## src/rtl/fsm_pkg.sv

```systemverilog
// Shared state encoding and default sizing for the serial pattern transmitter
// and the sequence detector that consumes its stream.
`timescale 1ns/1ps
package fsm_pkg;
  typedef logic [1:0] state_t;

  localparam state_t ST_IDLE  = 2'd0;
  localparam state_t ST_SHIFT = 2'd1;
  localparam state_t ST_GAP   = 2'd2;
  localparam state_t ST_DONE  = 2'd3;

  localparam int DEF_MAX_LEN = 8;
  localparam int DEF_GAP     = 1;
endpackage

```

## src/rtl/piso_shift.sv

```systemverilog
// Parallel-load, MSB-first shift register; dout is always the current MSB.
`timescale 1ns/1ps
module piso_shift #(
  parameter int W = 8
) (
  input  logic         clk,
  input  logic         rstn,
  input  logic         load,
  input  logic         shift,
  input  logic [W-1:0] din,
  output logic         dout
);
  logic [W-1:0] sr;

  always_ff @(posedge clk or negedge rstn) begin
    if (!rstn)      sr <= '0;
    else if (load)  sr <= din;
    else if (shift) sr <= {sr[W-2:0], 1'b0};
  end

  assign dout = sr[W-1];
endmodule

```

## src/rtl/seq_pattern_tx.sv

```systemverilog
// Serial pattern transmitter: latches a pattern on start and shifts it out
// MSB-first, optionally repeating with an idle gap, then pulses done.
`timescale 1ns/1ps
module seq_pattern_tx
  import fsm_pkg::*;
#(
  parameter int MAX_LEN = DEF_MAX_LEN,
  parameter int LEN_W   = 4,
  parameter int REP_W   = 3,
  parameter int GAP     = DEF_GAP
) (
  input  logic               clk,
  input  logic               rstn,
  input  logic               start,
  input  logic [MAX_LEN-1:0] pattern,
  input  logic [LEN_W-1:0]   len,
  input  logic [REP_W-1:0]   reps,
  output logic               out,
  output logic               valid,
  output logic               busy,
  output logic               done,
  output logic               err
);
  localparam int GAP_W  = (GAP > 1) ? $clog2(GAP) : 1;
  localparam int GAP_M1 = (GAP > 0) ? GAP - 1 : 0;

  state_t             state, nxt;
  logic [MAX_LEN-1:0] pat_q;
  logic [LEN_W-1:0]   len_q, bcnt;
  logic [REP_W-1:0]   rep_cnt;
  logic [GAP_W-1:0]   gcnt;
  logic               err_q;

  logic               can_start, len_ok, load_new, reload, shift_en, last_bit, sdo;
  logic [LEN_W-1:0]   sh;
  logic [MAX_LEN-1:0] aligned;

  // Left-align the pattern so bit len-1 sits at the shifter MSB.
  assign sh        = LEN_W'(MAX_LEN) - len;
  assign aligned   = pattern << sh;
  assign can_start = start && (state == ST_IDLE || state == ST_DONE);
  assign len_ok    = (len != '0) && (len <= LEN_W'(MAX_LEN));
  assign load_new  = can_start && len_ok;
  assign last_bit  = (state == ST_SHIFT) && (bcnt == '0);
  assign shift_en  = (state == ST_SHIFT) && (bcnt != '0);
  assign reload    = (last_bit && rep_cnt != '0 && GAP == 0) ||
                     (state == ST_GAP && gcnt == '0);

  piso_shift #(.W(MAX_LEN)) u_piso (
    .clk   (clk),
    .rstn  (rstn),
    .load  (load_new || reload),
    .shift (shift_en),
    .din   (load_new ? aligned : pat_q),
    .dout  (sdo)
  );

  always_ff @(posedge clk or negedge rstn) begin
    if (!rstn) state <= ST_IDLE;
    else       state <= nxt;
  end

  always_comb begin
    nxt = state;
    case (state)
      ST_IDLE:  if (start) nxt = len_ok ? ST_SHIFT : ST_DONE;
      ST_SHIFT: if (bcnt == '0) begin
                  if (rep_cnt != '0) nxt = (GAP > 0) ? ST_GAP : ST_SHIFT;
                  else               nxt = ST_DONE;
                end
      ST_GAP:   if (gcnt == '0) nxt = ST_SHIFT;
      ST_DONE:  if (start) nxt = len_ok ? ST_SHIFT : ST_DONE;
                else       nxt = ST_IDLE;
      default:  nxt = ST_IDLE;
    endcase
  end

  always_comb begin
    out   = 1'b0;
    valid = 1'b0;
    busy  = 1'b0;
    done  = 1'b0;
    err   = 1'b0;
    case (state)
      ST_SHIFT: begin out = sdo; valid = 1'b1; busy = 1'b1; end
      ST_GAP:   busy = 1'b1;
      ST_DONE:  begin done = 1'b1; err = err_q; end
      default:  ;
    endcase
  end

  // Latched command plus the bit, repetition and gap counters.
  always_ff @(posedge clk or negedge rstn) begin
    if (!rstn) begin
      pat_q   <= '0;
      len_q   <= '0;
      bcnt    <= '0;
      rep_cnt <= '0;
      gcnt    <= '0;
      err_q   <= 1'b0;
    end else begin
      err_q <= can_start && !len_ok;
      if (load_new) begin
        pat_q   <= aligned;
        len_q   <= len;
        rep_cnt <= reps;
        bcnt    <= len - LEN_W'(1);
      end else begin
        if (shift_en)    bcnt <= bcnt - LEN_W'(1);
        else if (reload) bcnt <= len_q - LEN_W'(1);
        if (last_bit && rep_cnt != '0) rep_cnt <= rep_cnt - REP_W'(1);
      end
      if (last_bit && rep_cnt != '0) gcnt <= GAP_W'(GAP_M1);
      else if (state == ST_GAP)      gcnt <= gcnt - GAP_W'(1);
    end
  end
endmodule

```

## config.mk

```make
export PLATFORM = sky130hd
export DESIGN_NAME = seq_pattern_tx
export DESIGN_NICKNAME = d
export VERILOG_FILES = /design/src/rtl/fsm_pkg.sv /design/src/rtl/piso_shift.sv /design/src/rtl/seq_pattern_tx.sv
export SDC_FILE = /design/constraint.sdc
export NUM_CORES = 1
export LEC_CHECK = 0
export ABC_AREA = 1
export CAP_MARGIN = 40
export CORE_UTILIZATION = 30
export DETAILED_ROUTE_END_ITERATION = 12
export SLEW_MARGIN = 20
export SYNTH_ARGS = -nofsm -noshare
export SYNTH_HDL_FRONTEND = slang
export SYNTH_SLANG_ARGS = --single-unit
```

## constraint.sdc

```tcl
create_clock -name clk -period 3.6 [get_ports clk]
set_input_delay 0.36 -clock clk [delete_from_list [all_inputs] [get_ports clk]]
set_output_delay 0.36 -clock clk [all_outputs]
set_load 0.1 [all_outputs]
```

# Word level (Yosys, flattened, before mapping)
# Cells that the tools add are included.
[word_totals] ff_bits=31 latch_bits=0 mem_bits_rw=0 mem_bits_ro=0 out_inout_bits=5 word_cells=67 mem_count=0
[op_classes] n_addsub=6 mul=0 div=0 n_lt_le_gt_ge=1 n_eq_ne=6 shifts=1 muxes=22 bitwise_logic=1 n_reduce_logical=22
[op_table] op="8-bit 2-to-1 mux" count=3
[op_table] op="4-bit 2-to-1 mux" count=3
[op_table] op="4-bit by 1-bit subtractor with 4-bit output (second input constant)" count=3
[op_table] op="2-bit 2-to-1 mux" count=5
[op_table] op="1-bit logical AND" count=8
[op_table] op="1-bit 2-to-1 mux" count=8
[op_table] op="2-bit case mux with 4 select lines" count=1
[op_table] op="4-bit nonzero test" count=2
[op_table] op="8-bit by 4-bit << shifter with 8-bit output" count=1
[op_table] op="3-bit 2-to-1 mux" count=2
[op_table] op="2-bit nonzero test" count=3
[op_table] op="3-bit nonzero test" count=2
[op_table] op="2-bit equality test (second input constant)" count=2
[op_table] op="4-bit less-or-equal comparator (second input constant)" count=1
[op_table] op="4-bit zero test" count=1
[op_table] op="2-bit != test (second input constant)" count=2
[op_table] op="4-bit subtractor (first input constant)" count=1
[op_table] op="3-bit AND reduction" count=1
[op_table] op="3-bit by 1-bit subtractor with 3-bit output (second input constant)" count=1
[op_table] op="2-bit by 1-bit equality test with 1-bit output (second input constant)" count=1
[op_table] op="2-bit zero test" count=1
[op_table] op="1-bit logical OR" count=2
[op_table] op="2-bit by 1-bit != test with 1-bit output (second input constant)" count=1
[op_table] op="2-bit OR reduction" count=1
[op_table] op="other kinds (3)" count=3

# Depth between registers and ports, before layout
# Gate-level depths: netlist of run 1.
[logic_depth] word_depth=6 depth_mapped=15 mapped_depth_nobuf=13

# Modules after synthesis
# From an unflattened synthesis of run 1, not the netlist that was laid out.
[unflattened] cells_unflattened=248 hier_area_um2=1894.3
[by_module_without_submodules] mod="seq_pattern_tx" n_inst=1 cells_per_inst=205 area_per_inst_um2=1517.7 seq_area_each_um2=575.6
[by_module_without_submodules] mod="piso_shift" n_inst=1 cells_per_inst=43 area_per_inst_um2=376.6 seq_area_each_um2=200.2

# Worst setup path before layout of run 1
# Ideal clock, no wire load.
[synth_timing] path_kind="flip-flop to flip-flop" startpoint="reg state[0]" endpoint="reg bcnt[2]" setup_time_ns=0.082 arrival_ns=2.497 t_required_ns=3.518 slack_ns=1.021 path_stages_with_launch=12 n_path_buf=1 period_less_slack_ns=2.579 path_cell_list="dfrtp_1 -> inv_1 -> ha_1 -> nor2_1 -> nand3_4 -> buf_6 -> nand3_1 -> nand2_1 -> inv_2 -> ha_1 -> or2_1 -> a31oi_1"
[synth_between] elab_chain_cells=5 word_cells_on_any_way=12
[synth_lines] element="start, declared" line="seq_pattern_tx.sv:27" text="state_t state, nxt;"
[synth_lines] element="start signal, assigned" line="seq_pattern_tx.sv:60" text="else state <= nxt;"
[synth_lines] element="2-bit equality test / 2-bit zero test (equally long branches)" line="seq_pattern_tx.sv:41" text="assign can_start = start && (state == ST_IDLE || state == ST_DONE);"
[synth_lines] element="1-bit logical OR" line="seq_pattern_tx.sv:41"
[synth_lines] element="1-bit logical AND" line="seq_pattern_tx.sv:41"
[synth_lines] element="1-bit logical AND" line="seq_pattern_tx.sv:43" text="assign load_new = can_start && len_ok;"
[synth_lines] element="3-bit nonzero test (no line) / 4-bit 2-to-1 mux (equally long branches)"
[synth_lines] element="end signal, assigned" line="seq_pattern_tx.sv:107" text="bcnt <= len - LEN_W'(1);"
[synth_lines] element="end signal, assigned" line="seq_pattern_tx.sv:109" text="if (shift_en) bcnt <= bcnt - LEN_W'(1);"
[synth_lines] element="end signal, assigned" line="seq_pattern_tx.sv:110" text="else if (reload) bcnt <= len_q - LEN_W'(1);"
[synth_lines] element="end, declared" line="seq_pattern_tx.sv:29" text="logic [LEN_W-1:0] len_q, bcnt;"
# Parallel ways exist; a longest one is shown, timed or not.
# A chain may end at the register's enable or synchronous reset.

# Worst setup path in the final report of run 1
[layout_timing] startpoint="in len[0]" endpoint="reg bcnt[2]"
[layout_between] elab_chain_cells=4 word_cells_on_any_way=7
[layout_lines] element="start, declared" line="seq_pattern_tx.sv:16" text="input logic [LEN_W-1:0] len,"
[layout_lines] element="4-bit less-or-equal comparator / 4-bit nonzero test (equally long branches)" line="seq_pattern_tx.sv:42" text="assign len_ok = (len != '0) && (len <= LEN_W'(MAX_LEN));"
[layout_lines] element="1-bit logical AND" line="seq_pattern_tx.sv:42"
[layout_lines] element="1-bit logical AND" line="seq_pattern_tx.sv:43"
[layout_lines] element="3-bit nonzero test (no line) / 4-bit 2-to-1 mux (equally long branches)"
# Parallel ways exist; a longest one is shown, timed or not.

==> metrics.txt, run 1 <==
outcome finished, final reports clean; mean area per synthesized cell 7.54 um2; max_cap viols 0; Core Area 6390 um2; CTS tree done; Synthesized Nets 291; largest net degree at the start of global routing 32; Worst-Skew Late Latency 0.28 ns; slew margin rel. 73.4%; # port buffers 22; delay-heaviest family, CP buffers and inverters; Req. time, crit path 3.79 ns; drt wl/cell 12.1 um; synthesized flop and latch total 31; # IOs 23; ys flop type dfrtp_1; Final period util 76.7%; Routed WL 4.46 mm; vias in the first global route 1804; Final nets 318; Remaining Overflow, GRT 0; Total Routing Usage GR 14.4%; DR vias 1714; DRC Markers 0; critical path type in2reg; hpwl dp 3.41 mm; setup bufs post-CTS 0; CTS resizes 0; post-route ant nets 0; Sink Count 31; hold_ws 0.471 ns; Area Overhead vs Synth 20.7%; cts hold-fix bufs 0; drt pass-1 iters 4; first-pass GRT wire length 8.08 mm; die width 83.4 um; slowest CP cell clkdlybuf4s50_1; Clock Skew 0.00757 ns; htree depth 2; Max Fclk 362 MHz; buffers and inverters on the worst path 4; Placement Cell Area 2300 um2; Clock transition at path regs 0.07 ns; Final Hold Fails 0; cts bufs inserted 5; Distinct cells, synth 35; YS warnings 0; fraction of registers with async set/reset 100%; Setup TNS 0 ns; PwrDens 886 nW/um2; Worst Path Max Fanout 22; Pwr Total 0.00213 W; hold crit path type in2async; Largest stage delay, worst path 0.56 ns; post-route cell area 2400 um2; Post-synth EDFFs 0; Leak 1.23 nW; Mapped Cells 264; RSZ-0062 raised after global routing false; Max Slew Vio Count 0; die footprint 6960 um2; ratio of cells with drive above 1 in the final layout 13.0%; Die Ht 83.4 um; DR vias/cell 4.64; # diodes 0; maximum VDD drop 879 uV; routability cong. 0.821; Final Util 37.6%; crit end category flop; fin crit period 2.76 ns; Setup-failing EPs final 0; initial antenna violation count 0; initial DRC count 73; Crit path arrival time 2.95 ns; actual slew at the worst max-slew pin 0.398 ns; critical path startpoint category input port; # rows 29; Initial Util 31.2%; CTS Root Cell clkbuf_8; Cell Area, Synth 1990 um2; critical path cell sequence clkdlybuf4s50_1 > inv_2 > ha_1 > nand2_1 > nand2_2 > nand3_4 > inv_2 > nand2_1 > nand2_1 > inv_2 > ha_1 > or2_1 > a31oi_1; Max Root-Sink Buffers 2; Seq/Total Area, Yosys 39.0%
==> layout by cell type, fill, tap and decap left out, types with 2 or more instances in the layout <==
master / count
nor2_1: 14
or2_2: 3
nand3_2: 2
nand2_1: 87
clkdlybuf4s50_1: 20
nand2_2: 4
a21oi_1: 4
inv_2: 8
o21ai_0: 18
inv_1: 29
o211ai_1: 8
clkbuf_8: 7
buf_8: 3
buf_4: 3
a31oi_1: 2
dfrtp_1: 31
nand4_1: 2
ha_1: 9
nand3_1: 19
o21bai_1: 2
==> flip-flops by register name, indices dropped and copies added, names as in the netlist <==
register   flops
bcnt           4
state          2
len_q          4
u_piso.sr      8
rep_cnt        3
err_q          1
pat_q          8
gcnt           1
==> path summary, 6_finish.rpt <==
check                                     startpoint                        to  slack [ns]  depth (start not counted)
worst max-delay path                          len[0]       bcnt[2]$_DFFE_PN0P_        0.84                         13
worst min-delay path                            rstn           err_q$_DFF_PN0_        0.47                          2
worst max register to register  state[0]$_DFFE_PN0P_       bcnt[2]$_DFFE_PN0P_        1.10                         11
worst min register to register    pat_q[1]$_DFF_PN0_        pat_q[1]$_DFF_PN0_        0.48                          2
max in group asynchronous                       rstn  u_piso.sr[5]$_DFFE_PN0P_        2.83                          2
min in group clk                  pat_q[1]$_DFF_PN0_        pat_q[1]$_DFF_PN0_        0.48                          2
==> routing by layer <==
metal	part of all wire [%]	up-vias	global-route usage (%)	routed length, um
met5	0	-	0	0
met4	0.90	0	3.70	40
met3	3.4	4	3.28	153
met2	49	23	24.7	2160
met1	47	793	18.2	2100
li1	-	894	-	-
==> where the power goes <==
| group | switching (W) | internal [W] |
|---|---|---|
| sequential | 0.0000730 | 0.000510 |
| combinational | 0.000818 | 0.000422 |
| clock | 0.000131 | 0.000174 |
==> cell families after synthesis <==
| logic type | Yosys count | synth area share, % |
|---|---|---|
| AOI/OAI and AO/OA | 39 | 12.1 |
| adders and majority gates | 9 | 5.66 |
| xor gates and xnor gates | 2 | 1.26 |
| buffers and inverters | 43 | 9.62 |
| DFF | 31 | 39.0 |
| and+or+nand+nor | 140 | 32.3 |
==> cell usage after synthesis (2+ instances only) <==
cell,count,area (um2)
a21oi_1,4,20.0
ha_1,9,113
nand2_1,87,327
inv_1,29,109
dfrtp_1,31,776
o211ai_1,8,60.1
nand3_2,2,20.0
nand2_2,4,25.0
or2_2,3,18.8
a31oi_1,2,12.5
buf_6,3,33.8
o21ai_0,18,90.1
nand3_1,19,95.1
nor2_1,14,52.6
inv_2,8,30.0
nand4_1,2,12.5
buf_4,2,15.0
o21bai_1,2,15.0
==> stage by stage <==
stage	setup slack, ns	std cells
after CTS	0.843	369
after floorplan	1.02	264
after detailed placement	0.601	361
after global placement	0.731	358
final	0.838	369
after global routing	0.619	369
==> final cells by class <==
cell class | instances | area, um2
inverters | 37 | 139
repair buffers | 26 | 268
well taps | 77 | 96.3
clock buffers | 8 | 100
multi-input cells | 190 | 1020
flip-flops and latches | 31 | 776
fillers | 677 | 3990
Note: power is estimated with default switching activity, not from simulation.
==> inputs of run 2 (changes only) <==
==> constraint.sdc (replaced) <==
create_clock -name clk -period 2.24 [get_ports clk]
set_input_delay 0.224 -clock clk [delete_from_list [all_inputs] [get_ports clk]]
set_output_delay 0.224 -clock clk [all_outputs]
set_load 0.1 [all_outputs]
==> metrics.txt, run 2 (synthesis gave the netlist of run 1 again) <==
outcome finished, final reports clean; drt wl/cell 11.3 um (-6.4%); crit end category flop; # diodes 0 (unchanged); Largest stage delay, worst path 0.44 ns (-0.12 ns); Die Ht 83.4 um (unchanged); hpwl dp 3.31 mm (-3.0%); DRC Markers 0 (unchanged); post-route ant nets 0 (unchanged); vias in the first global route 1709 (-5.3%); DR vias 1726 (+0.70%); die footprint 6960 um2 (unchanged); DR vias/cell 4.60 (-0.91%); # port buffers 22 (unchanged); # rows 29 (unchanged); routability cong. 0.842 (+2.6%); cts bufs inserted 5 (unchanged); maximum VDD drop 894 uV (+1.8%); Initial Util 31.2% (unchanged); hold crit path type in2async; Internal 0.00178 W (+61%); final worst slack 0.224 ns (-0.614 ns); Largest regs pat_q (8), u_piso.sr (8); Area Overhead vs Synth 23.3%; Remaining Overflow, GRT 0 (unchanged); most frequent cells in the layout 87 x nand2_1, 30 x dfrtp_1, 27 x inv_1; Fill cells 671 (-0.89%); Max Root-Sink Buffers 2 (unchanged); Met3 Wirelength 166 um (+8.5%); # IOs 23 (unchanged); Leak 1.25 nW (+2.2%); Final period util 90.0%; max_cap viols 0 (unchanged); initial DRC count 72 (-1.4%); largest net degree at the start of global routing 32 (unchanged); Worst Path Max Fanout 6 (-73%); Core Area 6390 um2 (unchanged); most common cell after layout, fill and taps aside nand2_1; Final nets 325 (+2.2%); RSZ-0062 raised after global routing false; buffers and inverters on the worst path 3 (-1); met1 wire length 2.06 mm (-1.8%); critical path cell sequence inv_2 > ha_4 > nor2_2 > nand3_4 > inv_2 > nand2_1 > nand2_1 > inv_2 > ha_1 > or2_1 > a31oi_1; Clock transition at path regs 0.07 ns (about the same); part of the power in the clock network 13.3% (-1.0 points); CTS Root Cell clkbuf_8; Req. time, crit path 2.45 ns (-1.34 ns); PwrDens 1390 nW/um2 (+57%); Final Hold Fails 0 (unchanged); htree depth 2 (unchanged); Max Fclk 496 MHz; Crit path arrival time 2.23 ns (-0.72 ns); actual slew at the worst max-slew pin 0.403 ns (+0.00423 ns); slew margin rel. 73.2% (-0.28 points); sequential power share 27.7% (+0.3 points); Max Slew Vio Count 0 (unchanged); Place WS 0.0531 ns (-0.548 ns); Routed WL 4.24 mm (-4.9%); die width 83.4 um (unchanged); Worst-Skew Late Latency 0.29 ns (about the same); Clock Skew 0.00695 ns (-0.000623 ns); hold_ws 0.343 ns (-0.129 ns); Total Routing Usage GR 13.9% (-0.49 points); Sink Count 31 (unchanged); ratio of cells with drive above 1 in the final layout 18.1% (+5.1 points); slowest CP cell dfrtp_2; CTS tree done; Setup-failing EPs final 0 (unchanged); delay-heaviest family, CP simple AND/OR/NAND/NOR gates; fin crit period 2.02 ns; WL met2 1.95 mm (-9.6%); initial antenna violation count 0 (unchanged); Psw 0.00163 W (+60%); Combinational Power Share 59.0% (+0.7 points); Setup TNS 0 ns (unchanged); DR top layer met4; critical path type reg2reg; most frequent CP cell inv_2; Sw Share 47.9% (-0.14 points); critical path startpoint category flop; drt pass-1 iters 4 (unchanged); first-pass GRT wire length 7.72 mm (-4.4%)
-- run 2: layout make-up --
| type | count | area (um2) | area share [%] |
|---|---|---|---|
| clock buffers | 6 | 82.6 | 3.37 |
| repair buffers | 33 | 303 | 12.3 |
| flip-flops and latches | 31 | 777 | 31.7 |
| clock inverters | 1 | 5.00 | 0.204 |
| well taps | 77 | 96.3 | 3.93 |
| inverters | 37 | 139 | 5.66 |
| multi-input cells | 190 | 1050 | 42.8 |
-- run 2: metrics by stage --
stage               cells  area [um2]  util (%)  total power, W
floorplan             264        2010         -         0.00253
global placement      368        2360      37.0         0.00295
detailed placement    368        2360      37.0         0.00297
CTS                   375        2450      38.3         0.00344
global route          375        2450      38.4         0.00378
finish                375        2450      38.4         0.00341
-- run 2: path summary, 6_finish.rpt --
check                      slack, ns  cells past startpoint                endpoint            startpoint
min                             0.34                      2  rep_cnt[2]$_DFFE_PN0P_                  rstn
max in group asynchronous       1.59                      2    state[0]$_DFFE_PN0P_                  rstn
min in group clk                0.48                      2      pat_q[1]$_DFF_PN0_    pat_q[1]$_DFF_PN0_
max reg2reg                     0.22                     11     bcnt[2]$_DFFE_PN0P_  state[0]$_DFFE_PN0P_
min reg2reg                     0.48                      2      pat_q[1]$_DFF_PN0_    pat_q[1]$_DFF_PN0_
max                             0.22                     11     bcnt[2]$_DFFE_PN0P_  state[0]$_DFFE_PN0P_
-- run 2: power by group through the flow --
stage | registers, W | clock network (W) | logic, W
after floorplan | 0.000916 | 0 | 0.00161
after global placement | 0.000947 | 0 | 0.00200
after detailed placement | 0.000952 | 0 | 0.00202
after CTS | 0.000942 | 0.000467 | 0.00203
after global routing | 0.000972 | 0.000486 | 0.00232
final | 0.000943 | 0.000454 | 0.00201
-- run 2: per-layer routing --
| layer | vias up | global-route usage [%] |
|---|---|---|
| met5 | - | 0 |
| met4 | 0 | 4.62 |
| met3 | 7 | 3.88 |
| met2 | 21 | 23.0 |
| met1 | 783 | 17.5 |
| li1 | 915 | - |
-- run 2: repair_timing --
item	4_1_cts	5_1_grt
hold buffers	0	0
setup buffers	0	0
endpoints found under the setup margin	0	2
resized for setup	0	4
hold endpoints to repair	0	0
